[src/rtl/bin2bcd_pkg.sv]
// Shared definitions for the sequential binary-to-BCD converter:
// FSM state codes, seven-segment patterns and the double-dabble digit adjust.
package bin2bcd_pkg;

    typedef logic [0:0] state_t;

    localparam state_t ST_IDLE  = 1'b0;
    localparam state_t ST_SHIFT = 1'b1;

    // Active-high {g,f,e,d,c,b,a} patterns for decimal digits 0..9
    localparam logic [6:0] SEG_DIGIT [0:9] = '{
        7'h3F, 7'h06, 7'h5B, 7'h4F, 7'h66,
        7'h6D, 7'h7D, 7'h07, 7'h7F, 7'h6F
    };

    localparam logic [6:0] SEG_BLANK = 7'h00;

    function automatic logic [3:0] dd_adjust(input logic [3:0] digit);
        return (digit >= 4'd5) ? digit + 4'd3 : digit;
    endfunction

endpackage

[src/rtl/seg7_decode.sv]
// One BCD code to one active-high seven-segment pattern, with forced blanking.
module seg7_decode
    import bin2bcd_pkg::*;
(
    input  logic [3:0] code,
    input  logic       blank,
    output logic [6:0] seg
);

    // Codes A..F never come out of a valid conversion and show nothing
    always_comb begin
        seg = SEG_BLANK;
        if (!blank) begin
            case (code)
                4'd0:    seg = SEG_DIGIT[0];
                4'd1:    seg = SEG_DIGIT[1];
                4'd2:    seg = SEG_DIGIT[2];
                4'd3:    seg = SEG_DIGIT[3];
                4'd4:    seg = SEG_DIGIT[4];
                4'd5:    seg = SEG_DIGIT[5];
                4'd6:    seg = SEG_DIGIT[6];
                4'd7:    seg = SEG_DIGIT[7];
                4'd8:    seg = SEG_DIGIT[8];
                4'd9:    seg = SEG_DIGIT[9];
                default: seg = SEG_BLANK;
            endcase
        end
    end

endmodule

[src/rtl/seq_bin2bcd.sv]
// Sequential double-dabble binary-to-BCD converter, one iteration per clock,
// with start/busy/done handshake, overflow flag and seven-segment outputs.
module seq_bin2bcd
    import bin2bcd_pkg::*;
#(
    parameter int BIN_W    = 8,
    parameter int DIGITS   = 3,
    parameter bit BLANK_LZ = 1'b1
) (
    input  logic                  clk,
    input  logic                  rst_n,
    input  logic                  start,
    input  logic [BIN_W-1:0]      bin,
    output logic                  busy,
    output logic                  done,
    output logic                  ovf,
    output logic [4*DIGITS-1:0]   bcd,
    output logic [7*DIGITS-1:0]   seg
);

    localparam int BCD_W = 4 * DIGITS;
    localparam int SR_W  = BCD_W + BIN_W;
    localparam int CNT_W = $clog2(BIN_W + 1);

    state_t             state;
    logic [SR_W-1:0]    sr;
    logic [SR_W-1:0]    sr_adj;
    logic [SR_W-1:0]    sr_next;
    logic [CNT_W-1:0]   cnt;
    logic               ovf_acc;
    logic               shift_out;
    logic               last_iter;
    logic [DIGITS-1:0]  blank;
    logic               zero_above;

    // The bit leaving the top digit is a carry into a digit we do not keep
    always_comb begin
        sr_adj = sr;
        for (int k = 0; k < DIGITS; k++) begin
            sr_adj[BIN_W + 4*k +: 4] = dd_adjust(sr[BIN_W + 4*k +: 4]);
        end
        shift_out = sr_adj[SR_W-1];
        sr_next   = {sr_adj[SR_W-2:0], 1'b0};
        last_iter = (cnt == CNT_W'(BIN_W - 1));
    end

    always_ff @(posedge clk or negedge rst_n) begin
        if (!rst_n) begin
            state   <= ST_IDLE;
            sr      <= '0;
            cnt     <= '0;
            ovf_acc <= 1'b0;
            bcd     <= '0;
            ovf     <= 1'b0;
            done    <= 1'b0;
        end else begin
            done <= 1'b0;
            if (state == ST_IDLE) begin
                if (start) begin
                    sr      <= {BCD_W'(0), bin};
                    cnt     <= '0;
                    ovf_acc <= 1'b0;
                    state   <= ST_SHIFT;
                end
            end else begin
                sr      <= sr_next;
                cnt     <= cnt + CNT_W'(1);
                ovf_acc <= ovf_acc | shift_out;
                if (last_iter) begin
                    bcd   <= sr_next[SR_W-1 -: BCD_W];
                    ovf   <= ovf_acc | shift_out;
                    done  <= 1'b1;
                    state <= ST_IDLE;
                end
            end
        end
    end

    assign busy = (state == ST_SHIFT);

    // A digit is a leading zero when it and every digit above it is zero
    always_comb begin
        blank      = '0;
        zero_above = 1'b1;
        for (int k = DIGITS - 1; k >= 1; k--) begin
            zero_above = zero_above & (bcd[4*k +: 4] == 4'd0);
            blank[k]   = BLANK_LZ & zero_above;
        end
    end

    for (genvar k = 0; k < DIGITS; k++) begin : g_digit
        seg7_decode u_dec (
            .code  (bcd[4*k +: 4]),
            .blank (blank[k]),
            .seg   (seg[7*k +: 7])
        );
    end

endmodule
[config.mk]
export PLATFORM = sky130hd
export DESIGN_NAME = seq_bin2bcd
export DESIGN_NICKNAME = d
export VERILOG_FILES = /design/src/rtl/bin2bcd_pkg.sv /design/src/rtl/seg7_decode.sv /design/src/rtl/seq_bin2bcd.sv
export SDC_FILE = /design/constraint.sdc
export NUM_CORES = 1
export LEC_CHECK = 0
export BUFFER_PORTS_ARGS = -buffer_cell sky130_fd_sc_hd__buf_4
export CORE_AREA = 2 2 51 101
export DETAILED_ROUTE_END_ITERATION = 16
export DIE_AREA = 0 0 53 103
export PLACE_DENSITY = 0.74
export SLEW_MARGIN = 20
export SYNTH_ARGS = -nofsm -noshare
export SYNTH_HDL_FRONTEND = slang
export SYNTH_SLANG_ARGS = --single-unit
[constraint.sdc]
create_clock -name clk -period 1.8 [get_ports clk]
set_clock_uncertainty 0.05 [all_clocks]
set_input_delay 0.36 -clock clk [delete_from_list [all_inputs] [get_ports clk]]
set_output_delay 0.36 -clock clk [all_outputs]
set_load 0.005 [all_outputs]
Yosys cells after proc, flatten, opt, wreduce, memory -nomap -nowiden
Memories as Yosys holds them, arrays and structs flattened.
Index checks and enable logic that the tools add are counted.
{"block": "totals", "romBits": 336, "n_memories": 3, "regBits": 40, "output_inout_bits": 36, "inputBits": 11}
{"block": "op_classes", "reduce_logical": 4, "n_eq_ne": 1, "mux": 16, "magnitude_cmp": 3, "n_addsub": 4, "n_bitwise": 2}
{"name": "(name not given)", "depth": 16, "width": 7, "read_ports": 1, "rd_clocked_by_memory_dff": 0, "wr": 0, "line_no": "seg7_decode.sv:14", "rtl": "case (code)"}
{"name": "(name not given)", "depth": 16, "width": 7, "read_ports": 1, "rd_clocked_by_memory_dff": 0, "wr": 0, "line_no": "seg7_decode.sv:14"}
{"name": "(name not given)", "depth": 16, "width": 7, "read_ports": 1, "rd_clocked_by_memory_dff": 0, "wr": 0, "line_no": "seg7_decode.sv:14"}
{"operator": "$mux W20", "n": 2}
{"operator": "$mux W4", "n": 5}
{"operator": "$mux W7", "n": 2}
{"operator": "$add A4 B2 Y4 const B", "n": 3}
{"operator": "$ge A4 B3 Y1 const B", "n": 3}
{"operator": "$logic_not A4 Y1", "n": 2}
{"operator": "$mux W1", "n": 7}
{"operator": "$add A4 B1 Y4 const B", "n": 1}
{"operator": "$eq A4 B3 Y1 const B", "n": 1}
{"operator": "$reduce_and A2 Y1", "n": 1}
{"operator": "$reduce_bool A2 Y1", "n": 1}
{"operator": "$and A1 B1 Y1", "n": 1}
{"operator": "$or A1 B1 Y1", "n": 1}

Longest topological paths before layout
{"block": "depth", "word_depth": 4, "ltp_mapped": 6, "ltp_nobuf": 6}

By module
Synthesis repeated with hierarchy kept, for this count alone.
{"block": "unflattened", "cells_unflattened": 277, "area_unflattened_um2": 2591.2}
{"module": "seq_bin2bcd", "seq_area_each_um2": 1001.0, "n_inst": 1, "area_per_inst_um2": 1900.6, "cells_each": 184}
{"module": "seg7_decode", "seq_area_each_um2": 0.0, "n_inst": 3, "area_per_inst_um2": 230.2, "cells_each": 31}

Worst setup path after synthesis
OpenSTA, ideal clock, no wires.
{"block": "synth_timing", "path_kind": "register to output", "start": "reg bcd[9]", "end": "out seg[10]", "arrival_ps": 1313, "slack_ps": 77, "path_stages_with_launch": 7, "cell_sequence": "dfrtp_1 inv_1 ha_1 nand2b_4 nor3_1 nand2b_1 and2_1"}
{"block": "synth_between", "elab_chain_cells": 3}
{"element": "start: declaration", "line_no": "seq_bin2bcd.sv:17", "rtl": "output logic [4*DIGITS-1:0] bcd,"}
{"element": "start signal: assignment", "line_no": "seq_bin2bcd.sv:70", "rtl": "bcd <= sr_next[SR_W-1 -: BCD_W];"}
{"element": "$logic_not A4 Y1", "line_no": "seq_bin2bcd.sv:86", "rtl": "zero_above = zero_above & (bcd[4*k +: 4] == 4'd0);"}
{"element": "$and A1 B1 Y1", "line_no": "seq_bin2bcd.sv:86"}
{"element": "$mux W7", "line_no": "seg7_decode.sv:13", "rtl": "if (!blank) begin"}
{"element": "end: declaration", "line_no": "seq_bin2bcd.sv:18", "rtl": "output logic [7*DIGITS-1:0] seg"}
No other way between the ends.

Worst setup path in the final report
{"block": "layout_timing", "start": "reg bcd[9]", "end": "out seg[7]"}
Same word-level chain as after synthesis.

==> impl_metrics.csv <==
group,metric,value,unit
logic_synthesis,synth_top_area_cell,"dfrtp_1",
run_status,status,"finished with violations",
logic_synthesis,synth-seq-cells,40,
sta,finalCritPeriodShare,1.08,
run_status,violations,"negative setup slack",
setup_path,critPathBufInv,2,
logic_synthesis,synth_top_area_frac,0.392,
placement,gp_congestion,0.846,
placement,dp_cells,372,
setup_path,crit_slowest_cell,"dfrtp_1",
finish,fin_cells,392,
setup_path,slowest_delay,0.39,ns
die,dieHeight,103,um
placement,pre_cts_ws,0.00392,ns
setup_path,r2r_slack,0.14,ns
logic_synthesis,syn-num-nets,301,
finish,drive_gt1_frac,0.403,
logic_synthesis,synth-seq-area-share,0.392,
cts,cts_tree,"done",
sta,setup_viol,18,
setup_path,end_kind,"output pin",
sta,fmax,515,MHz
setup_path,critPathKind,"flip-flop to output pin",
setup_path,path_common_cell,"nand2b_4",
die,io-pin-count,47,
sta,maxSlewHeadroom,0.661,
route,drt_iter0_drc,29,
route,wire_per_inst,14.7,um
finish,num_antenna_cells,0,
min_path,hp-class,"input port to flip-flop",
setup_path,worst_r2r_endpoint,"sr[18]$_DFFE_PN0P_",
die,core,4730,sq um
sta,rsz0062_at_grt,"true",
route,wl,5770,um
sta,drv_slew,0,
global_routing,antenna_found_initial,0,
setup_path,r2r-start,"sr[16]$_DFFE_PN0P_",
cts,clockBufferDepth,2,
global_routing,grt_pass1_vias,1985,
setup_path,path_cells,"inv_2 > ha_4 > nand2b_4 > nor3_4 > nand2b_4 > and2_1 > buf_4",
finish,area_growth,37.9,%
setup_path,crit_family,"simple AND/OR/NAND/NOR gates",
logic_synthesis,synthesis.area,2550,sq um
global_routing,grt_pass1_wl,8650,um
route,ant_nets,0,
route,via_per_inst,5.39,
sta,post-route-min-period,1.94,ns
job,max_cap_violations,0,
cts,root_buffer,"clkbuf_8",
cts,h-tree-depth,2,
cts,cts_buffers,5,
die,die_x,53,um
min_path,min_path_cells,3,
setup_path,worst-path-max-fanout,6,
cts,clk_latency,0.30,ns
logic_synthesis,netlist_top_cells_area,"dfrtp_1, ha_1, mux2i_1",
sta,hold_viol_final,0,
setup_path,reg2regPathDepth,6,
logic_synthesis,yosys_warnings,0,
power,p_per_area,2020,nW/um^2
sta,worstMarginPinSlew,0.509,ns
global_routing,gr-total-overflow,0,
die,start_util,0.540,
power,ir_drop,1.34,mV
logic_synthesis,synth_edf_count,0,
logic_synthesis,synthFlopType,"dfrtp_1",
die,row_count,36,
logic_synthesis,synthTopCellsByCount,"dfrtp_1, nand2_1, ha_1, o21ai_0",
cts,cts_sinks,40,
global_routing,grt_max_degree,41,
logic_synthesis,yosysMostFrequentCell,"dfrtp_1",
route,drc,0,
cts,clk_pin_slew,0.08,ns
setup_path,cp.arrival,1.53,ns
global_routing,grtUsageTotal,0.212,
route,via_count,2113,
route,firstDrtPassIters,4,
setup_path,setup.worst_path.start_class,"flip-flop",
logic_synthesis,synth.avg_cell_area,9.56,sq um
logic_synthesis,async_flop_share,1.00,
sta,fin_ws,-0.143,ns
logic_synthesis,syn_inst,267,
sta,holdWs,0.284,ns
placement,post-dp-hpwl,3770,um
power,leakagePower,1.67,nW
min_path,hp-start,"bin[0]",
die,die-area,5460,sq um
logic_synthesis,ys_types,34,
placement,io_buffers,46,
setup_path,crit_required,1.39,ns
min_path,holdPathEnd,"sr[0]$_DFFE_PN0P_",
finish,fin_nets,368,
-- layout make-up --
class	count	area, sq um
Sequential cell	40	1010
Tap cell	57	71.3
Fill cell	340	1210
Inverter	19	78.8
Multi-Input combinational cell	195	1640
Clock buffer	6	72.6
Clock inverter	2	35.0
Timing Repair Buffer	73	613
-- how the worst max path moves through the flow --
stage                  startpoint      end  slack, ns  depth (start not counted)
6_report       bcd[9]$_DFFE_PN0P_   seg[7]      -0.14                          7
5_1_grt        bcd[9]$_DFFE_PN0P_  seg[10]      -0.21                          7
4_1_cts        bcd[8]$_DFFE_PN0P_   seg[9]      -0.16                          7
3_5_place_dp   bcd[9]$_DFFE_PN0P_   seg[9]      0.004                          7
3_3_place_gp   bcd[8]$_DFFE_PN0P_   seg[9]       0.06                          7
2_1_floorplan  bcd[9]$_DFFE_PN0P_  seg[10]       0.08                          6
-- registers in the layout, summed over array words and instances (netlist names) --
register / cells
sr: 20
bcd: 12
cnt: 4
busy: 1
done: 1
ovf: 1
ovf_acc: 1
-- through the flow --
step	total power [mW]	TNS [ns]	instance area (sq um)	util
finish	7.13	-1.56	3520	0.744
CTS	6.54	-1.39	3280	0.694
floorplan	3.98	0	2550	-
detailed placement	5.47	0	3010	0.636
global route	7.67	-2.61	3520	0.744
global placement	5.32	0	3010	0.636
-- worst reg2reg max path, cell delays in order, from the launching register on --
cell and delay (ns):
dfrtp_1 0.42, inv_1 0.11, ha_1 0.23, nand2b_1 0.11, a21oi_2 0.21, mux2_4 0.33
mux2i_1 0.14
-- cells by family after synthesis --
logic type      share of synthesized area
fa+ha+maj                           0.113
flops                               0.392
compound gates                      0.155
mux                                 0.100
simple gates                        0.162
xor+xnor                           0.0206
buf+inv                            0.0569
-- per-layer routing --
layer,up-vias,wire length [um],global-route usage
met4,0,74,0.0651
met5,-,0,0
li1,1052,-,-
met2,34,3170,0.391
met1,1019,2390,0.240
met3,8,134,0.0348
-- placed cells by master (no fill, tap or decap), types with 5 or more instances in the layout --
master	n
buf_4	60
inv_1	10
nor2_1	8
mux2i_1	18
xnor2_1	5
a21oi_1	8
a21oi_2	5
nand2b_1	11
dfrtp_2	7
buf_6	10
inv_2	7
o22ai_1	11
nor3b_1	9
ha_4	10
o21a_1	5
dfrtp_1	33
ha_1	12
mux2_4	5
nand2_1	28
o21ai_0	19
clkbuf_8	5
-- what timing repair did --
| item | in CTS | in global routing |
|---|---|---|
| setup buffers | 6 | 5 |
| pin swaps | 13 | 20 |
| hold buffers | 1 | 0 |
| hold endpoints to repair | 11 | 0 |
| setup endpoints to repair | 18 | 20 |
| gates resized for setup | 34 | 41 |
-- where the power goes --
group / switching, mW / total, mW / leakage, nW / internal (mW)
Clock: 0.313 / 0.724 / 0.0552 / 0.412
Sequential: 0.481 / 1.79 / 0.496 / 1.31
Combinational: 2.04 / 4.61 / 1.12 / 2.57
No activity file was read; power rests on OpenSTA's default activity.
